==> src/rtl/typeracer_pkg.sv <==
// Shared definitions for the typing game datapath and the text renderers.
// Packed text layout: char i lives at bits [CODE_W*i +: CODE_W], code 0 = blank,
// codes 1..26 = A..Z.
package typeracer_pkg;

  localparam int unsigned MAX_LEN = 25;
  localparam int unsigned CODE_W  = 5;
  localparam int unsigned CNT_MAX = 999;
  localparam int unsigned CNT_W   = 10;
  localparam int unsigned TOT_W   = 6;
  localparam int unsigned LEN_W   = 5;
  localparam int unsigned TEXT_W  = MAX_LEN * CODE_W;

  localparam logic [CODE_W-1:0] BLANK      = '0;
  localparam logic [CODE_W-1:0] CODE_FIRST = 5'd1;
  localparam logic [CODE_W-1:0] CODE_LAST  = 5'd26;

  typedef logic [TEXT_W-1:0] text_t;

  typedef enum logic [0:0] {
    StIdle,
    StTyping
  } state_e;

  function automatic logic is_letter(input logic [CODE_W-1:0] code);
    return (code >= CODE_FIRST) && (code <= CODE_LAST);
  endfunction

endpackage

==> src/rtl/typing_tracker_if.sv <==
// Bus between the word source / keyboard decoder and the typing tracker.
// master: the producer side (drives load/target/keys, observes results).
// slave:  the tracker itself.
interface typing_tracker_if;
  import typeracer_pkg::*;

  logic                load;
  text_t               target;
  logic [LEN_W-1:0]    target_len;
  logic                key_valid;
  logic [CODE_W-1:0]   key_code;
  logic                key_bs;
  logic                key_enter;

  text_t               typed;
  logic [TOT_W-1:0]    tot;
  logic [TOT_W-1:0]    correct;
  logic                word_ok;
  logic                word_fail;
  logic [CNT_W-1:0]    words;
  logic [CNT_W-1:0]    errors;
  logic                active;

  modport master (
    output load, target, target_len, key_valid, key_code, key_bs, key_enter,
    input  typed, tot, correct, word_ok, word_fail, words, errors, active
  );

  modport slave (
    input  load, target, target_len, key_valid, key_code, key_bs, key_enter,
    output typed, tot, correct, word_ok, word_fail, words, errors, active
  );

endinterface

==> src/rtl/typing_tracker_sat_counter.sv <==
// sat_counter: up-counter that holds at Max. Cleared only by rst_n (async, low).
// Ports: clk, rst_n, inc (count enable), count (current value).
module sat_counter #(
  parameter int unsigned Width = 10,
  parameter int unsigned Max   = 999
) (
  input  logic             clk,
  input  logic             rst_n,
  input  logic             inc,
  output logic [Width-1:0] count
);

  logic [Width-1:0] count_q;

  always_ff @(posedge clk or negedge rst_n) begin
    if (!rst_n) begin
      count_q <= '0;
    end else if (inc && (count_q != Width'(Max))) begin
      count_q <= count_q + Width'(1);
    end
  end

  assign count = count_q;

endmodule

==> src/rtl/typing_tracker.sv <==
// typing_tracker: keeps the player's typed buffer against a target word, the
// matching-prefix length used for highlighting, and saturating word/error tallies.
// Ports: clk, rst_n (async active-low), bus (typing_tracker_if.slave).
// All outputs are registered; one key or load is processed per cycle.
module typing_tracker
  import typeracer_pkg::*;
(
  input  logic              clk,
  input  logic              rst_n,
  typing_tracker_if.slave   bus
);

  state_e           state_q, state_d;
  text_t            typed_q, typed_d;
  text_t            target_q, target_d;
  logic [LEN_W-1:0] target_len_q, target_len_d;
  logic [TOT_W-1:0] tot_q, tot_d;
  logic [TOT_W-1:0] correct_q, correct_d;
  logic             word_ok_q, word_ok_d;
  logic             word_fail_q, word_fail_d;
  logic             words_inc, errors_inc;
  logic [CODE_W-1:0] target_char;
  logic             prefix_intact;

  // Only meaningful while tot_q < MAX_LEN; the letter path is gated on that.
  assign target_char   = target_q[tot_q * CODE_W +: CODE_W];
  assign prefix_intact = (correct_q == tot_q);

  always_comb begin
    state_d      = state_q;
    typed_d      = typed_q;
    target_d     = target_q;
    target_len_d = target_len_q;
    tot_d        = tot_q;
    correct_d    = correct_q;
    word_ok_d    = 1'b0;
    word_fail_d  = 1'b0;
    words_inc    = 1'b0;
    errors_inc   = 1'b0;

    if (bus.load) begin
      // Load wins over any key in the same cycle.
      target_d     = bus.target;
      target_len_d = bus.target_len;
      typed_d      = '0;
      tot_d        = '0;
      correct_d    = '0;
      state_d      = StTyping;
    end else if (bus.key_valid && (state_q == StTyping)) begin
      if (bus.key_enter) begin
        if ((tot_q == {1'b0, target_len_q}) && prefix_intact) begin
          word_ok_d = 1'b1;
          words_inc = 1'b1;
          state_d   = StIdle;
        end else begin
          word_fail_d = 1'b1;
        end
      end else if (bus.key_bs) begin
        if (tot_q != '0) begin
          typed_d[(tot_q - TOT_W'(1)) * CODE_W +: CODE_W] = BLANK;
          tot_d = tot_q - TOT_W'(1);
          if (prefix_intact) begin
            correct_d = correct_q - TOT_W'(1);
          end
        end
      end else if (is_letter(bus.key_code) && (tot_q < TOT_W'(MAX_LEN))) begin
        typed_d[tot_q * CODE_W +: CODE_W] = bus.key_code;
        tot_d = tot_q + TOT_W'(1);
        if (prefix_intact) begin
          // Only the first divergence from a clean prefix counts as an error.
          if (bus.key_code == target_char) begin
            correct_d = correct_q + TOT_W'(1);
          end else begin
            errors_inc = 1'b1;
          end
        end
      end
    end
  end

  always_ff @(posedge clk or negedge rst_n) begin
    if (!rst_n) begin
      state_q      <= StIdle;
      typed_q      <= '0;
      target_q     <= '0;
      target_len_q <= '0;
      tot_q        <= '0;
      correct_q    <= '0;
      word_ok_q    <= 1'b0;
      word_fail_q  <= 1'b0;
    end else begin
      state_q      <= state_d;
      typed_q      <= typed_d;
      target_q     <= target_d;
      target_len_q <= target_len_d;
      tot_q        <= tot_d;
      correct_q    <= correct_d;
      word_ok_q    <= word_ok_d;
      word_fail_q  <= word_fail_d;
    end
  end

  sat_counter #(
    .Width (CNT_W),
    .Max   (CNT_MAX)
  ) u_words_cnt (
    .clk   (clk),
    .rst_n (rst_n),
    .inc   (words_inc),
    .count (bus.words)
  );

  sat_counter #(
    .Width (CNT_W),
    .Max   (CNT_MAX)
  ) u_errors_cnt (
    .clk   (clk),
    .rst_n (rst_n),
    .inc   (errors_inc),
    .count (bus.errors)
  );

  assign bus.typed     = typed_q;
  assign bus.tot       = tot_q;
  assign bus.correct   = correct_q;
  assign bus.word_ok   = word_ok_q;
  assign bus.word_fail = word_fail_q;
  assign bus.active    = (state_q == StTyping);

endmodule
==> src/flat_wrapper.sv <==
// flat-port wrapper written by rule: the top's interface ports become plain ports
module typing_tracker_flat import typeracer_pkg::*;
  (clk, rst_n, bus_load, bus_target, bus_target_len, bus_key_valid, bus_key_code, bus_key_bs, bus_key_enter, bus_typed, bus_tot, bus_correct, bus_word_ok, bus_word_fail, bus_words, bus_errors, bus_active);
  typing_tracker_if bus_i ();
  input  logic clk;
  input  logic rst_n;
  input wire logic [$bits(bus_i.load)-1:0] bus_load;
  input wire logic [$bits(bus_i.target)-1:0] bus_target;
  input wire logic [$bits(bus_i.target_len)-1:0] bus_target_len;
  input wire logic [$bits(bus_i.key_valid)-1:0] bus_key_valid;
  input wire logic [$bits(bus_i.key_code)-1:0] bus_key_code;
  input wire logic [$bits(bus_i.key_bs)-1:0] bus_key_bs;
  input wire logic [$bits(bus_i.key_enter)-1:0] bus_key_enter;
  output wire logic [$bits(bus_i.typed)-1:0] bus_typed;
  output wire logic [$bits(bus_i.tot)-1:0] bus_tot;
  output wire logic [$bits(bus_i.correct)-1:0] bus_correct;
  output wire logic [$bits(bus_i.word_ok)-1:0] bus_word_ok;
  output wire logic [$bits(bus_i.word_fail)-1:0] bus_word_fail;
  output wire logic [$bits(bus_i.words)-1:0] bus_words;
  output wire logic [$bits(bus_i.errors)-1:0] bus_errors;
  output wire logic [$bits(bus_i.active)-1:0] bus_active;
  assign bus_i.load = bus_load;
  assign bus_i.target = bus_target;
  assign bus_i.target_len = bus_target_len;
  assign bus_i.key_valid = bus_key_valid;
  assign bus_i.key_code = bus_key_code;
  assign bus_i.key_bs = bus_key_bs;
  assign bus_i.key_enter = bus_key_enter;
  assign bus_typed = bus_i.typed;
  assign bus_tot = bus_i.tot;
  assign bus_correct = bus_i.correct;
  assign bus_word_ok = bus_i.word_ok;
  assign bus_word_fail = bus_i.word_fail;
  assign bus_words = bus_i.words;
  assign bus_errors = bus_i.errors;
  assign bus_active = bus_i.active;
  typing_tracker u_core (.clk(clk), .rst_n(rst_n), .bus(bus_i));
endmodule
==> config.mk <==
export PLATFORM = sky130hd
export DESIGN_NAME = typing_tracker_flat
export DESIGN_NICKNAME = d
export VERILOG_FILES = /design/src/rtl/typeracer_pkg.sv /design/src/rtl/typing_tracker_if.sv /design/src/rtl/typing_tracker_sat_counter.sv /design/src/rtl/typing_tracker.sv /design/src/flat_wrapper.sv
export SDC_FILE = /design/constraint.sdc
export NUM_CORES = 1
export LEC_CHECK = 0
export CAP_MARGIN = 5
export CORE_ASPECT_RATIO = 0.8
export CORE_MARGIN = 5
export CORE_UTILIZATION = 45
export CTS_BUF_LIST = sky130_fd_sc_hd__clkbuf_8
export CTS_CLUSTER_SIZE = 14
export DETAILED_ROUTE_END_ITERATION = 10
export PLACE_DENSITY = 0.7
export SYNTH_ARGS = -nofsm -noshare
export SYNTH_HDL_FRONTEND = slang
export SYNTH_SLANG_ARGS = --single-unit
==> constraint.sdc <==
create_clock -name clk -period 8.7 [get_ports clk]
set_input_delay 2.175 -clock clk [delete_from_list [all_inputs] [get_ports clk]]
set_output_delay 2.175 -clock clk [all_outputs]
set_load 0.1 [all_outputs]
==> run summary <==
total CTS buffers -> 49
area leader, netlist -> dfrtp_1
area of the multi-input gates -> 9480 um^2
row count -> 64
port bufs -> 300
hold path endpoint -> u_core.target_q[55]$_DFFE_PN0P_
Final TNS setup -> 0 ps
Peak VDD IR -> 0.147 mV
Hold Path Cell Cnt -> 1
worst skew pair latency -> 610 ps
TritonRoute pass-1 iters -> 6
Setup violations, final -> 0
PD cells -> 247 nW/um^2
Mapped Cells -> 1,753
vias in the first global route -> 16,000
Reg2Reg Depth -> 23
RSZ-0062 raised after global routing -> false
Fill cells -> 3,301
#FFs+latches synth -> 290
reg-to-reg critical path startpoint -> u_core.bus.tot[0]$_DFFE_PN0P_
Critical Path Fanout Max -> 25
hold wc startpoint -> u_core.target_q[55]$_DFFE_PN0P_
Tcrit/Tclk final -> 92.8%
GR Util All Layers -> 28.7%
Worst slew margin -> 14.4%
layout cells sized above 1 -> 14.9%
syn_nets -> 1,931
Clock Skew -> 25.9 ps
Synth Flop Type -> dfrtp_1
Final Max Tran Viols -> 0
syn avg cell area -> 9.83 um^2
per-cell routed wire length -> 24.7 um
Crit. End Element -> flip-flop
Final Critical Period -> 8080 ps
Post-Syn Area -> 17,200 um^2
grt total ovfl -> 0
Post-synth EDFFs -> 0
synth top area cells -> dfrtp_1 42%, mux2_2 8.8%, mux4_2 4.6%
Area Overhead vs Synth -> 25.6%
largest net degree at the start of global routing -> 129
synth unique cells -> 80
Layout Nets -> 2,210
DRT iter0 DRCs -> 2,223
status -> completed
first-pass GRT wire length -> 95,800 um
Post-CTS Hold Fix Bufs -> 0
Arr. time, crit path -> 8490 ps
worst path required time -> 9110 ps
fmax -> 124 MHz
initial antenna violation count -> 7
post-synthesis sequential area ratio -> 42.1%
post-route antenna net violation count -> 0
Synth top area share -> 42.1%
Placer Congestion -> 0.994
Root Buffer -> clkbuf_8
Startpoint Class -> flip-flop
I/O Pins -> 301
initial core utilization -> 45.3%
DP HPWL -> 46,500 um
most numerous cell in the Yosys netlist -> dfrtp_1
final hold violation count -> 0
Clock Sinks -> 290
Leak -> 0.00868 uW
Vias -> 16,300
register area -> 7260 um^2
hold_ws -> 501 ps
Die Area -> 42,300 um^2
Min-Delay Path Class -> reg -> reg
R2R Setup Slk -> 620 ps
Max-Cap Viols -> 0
core area -> 38,000 um^2
Synth async-reset ratio -> 100%
Worst R2R End -> u_core.bus.typed[28]$_DFFE_PN0P_
htree depth -> 2
DRC -> 0
Final Util -> 56.9%
Post-synth top cells -> 290 x dfrtp_1, 195 x nand2_1, 135 x mux2_2
Die Height -> 185 um
CP Launch Point -> u_core.bus.tot[0]$_DFFE_PN0P_
post-CTS resize count -> 0
Worst-Margin Slew -> 1270 ps
Ys Warns -> 0
CTS tree -> built
Die X -> 229 um
vias per cell -> 6.38
clock slew at reported path FFs -> 60 ps
Detailed Route WL -> 63,200 um
setup bufs post-CTS -> 0
CTS Buffer Depth -> 3
WS Path Type -> reg -> reg
flip-flops by register name, summed over array words and instances, names as in the netlist:
signal	flops
u_core.target_len_q	5
u_core.bus.active	1
u_core.target_q	125
u_core.u_words_cnt.count	10
u_core.bus.correct	6
u_core.bus.tot	6
u_core.bus.word_ok	1
u_core.u_errors_cnt.count	10
u_core.bus.word_fail	1
u_core.bus.typed	125
stage by stage:
| step | instance area (um^2) | std cells | worst slack [ps] | power (uW) |
|---|---|---|---|---|
| floorplan | 17200 | 1753 | 540 | 3220 |
| global placement | 20700 | 2475 | 1130 | 4090 |
| detailed placement | 20700 | 2475 | 1110 | 4090 |
| CTS | 21600 | 2553 | 1040 | 5260 |
| global route | 21600 | 2558 | 305 | 5560 |
| finish | 21600 | 2558 | 623 | 5340 |
cell type report:
type / count / area share, %
inverters: 24 / 0.416
clock buffers: 55 / 3.50
clock inverters: 23 / 0.624
diodes: 4 / 0.0463
multi-input cells: 1331 / 43.8
flip-flops and latches: 290 / 33.6
repair buffers: 336 / 15.2
well taps: 495 / 2.86
layout by cell type, fill, tap and decap left out, types with 20 or more instances in the layout:
cell type          n
nor4_1            28
clkdlybuf4s50_1  298
nand2_1          195
xnor2_1           35
mux4_2            35
buf_4             34
o211ai_1          53
o21ai_0           70
a21oi_1           68
mux2_2           135
a22oi_1           61
dfrtp_1          288
a31oi_1           27
inv_1             39
xor2_1            26
clkbuf_8          55
nand3_1           77
nand4_1           31
nor3_1            58
ha_1              34
nor2_1           109
mux2i_1           20
per-layer routing:
| layer | GRT usage, % | part of all wire (%) |
|---|---|---|
| met4 | 9.75 | 3.5 |
| met2 | 43.8 | 44 |
| met5 | 1.12 | 0.15 |
| met1 | 38.0 | 40 |
| met3 | 10.6 | 13 |
worst max-delay path: stages (launching register included):
cell	delay (ps)
dfrtp_4	590
clkinv_1	100
ha_1	240
nor4b_2	420
nand2_1	100
buf_4	220
inv_1	370
ha_1	320
ha_1	370
nor2_1	120
nor3b_1	400
o21ai_0	270
ha_1	390
nor2b_1	190
nand3_1	130
a222oi_1	880
nand4_1	460
and2_1	320
a21boi_0	150
nor4_2	580
nand4_1	170
buf_4	250
nor2b_1	600
a31oi_1	220
how the worst max path moves through the flow:
| stage | cells after the start | slack, ps | end |
|---|---|---|---|
| 4_1_cts | 23 | 1040 | u_core.bus.typed[28]$_DFFE_PN0P_ |
| 3_5_place_dp | 23 | 1110 | u_core.bus.typed[76]$_DFFE_PN0P_ |
| 2_1_floorplan | 28 | 540 | u_core.bus.typed[122]$_DFFE_PN0P_ |
| 3_3_place_gp | 19 | 1130 | u_core.bus.typed[28]$_DFFE_PN0P_ |
| 6_report | 23 | 620 | u_core.bus.typed[28]$_DFFE_PN0P_ |
| 5_1_grt | 23 | 310 | u_core.bus.typed[108]$_DFFE_PN0P_ |
power breakdown:
group | switching [uW] | internal, uW
Sequential | 69.7 | 1440
Clock | 559 | 602
Combinational | 1880 | 796
Total | 2510 | 2840
cell families after synthesis:
group           after synthesis  synth area share (%)
compound gates              416                  16.4
xor+xnor                     61                  3.10
fa+ha+maj                    37                  2.82
buf+inv                     132                  2.96
flops                       290                  42.1
mux                         190                  14.6
simple gates                627                  18.0
Note: power is estimated with default switching activity, not from simulation.
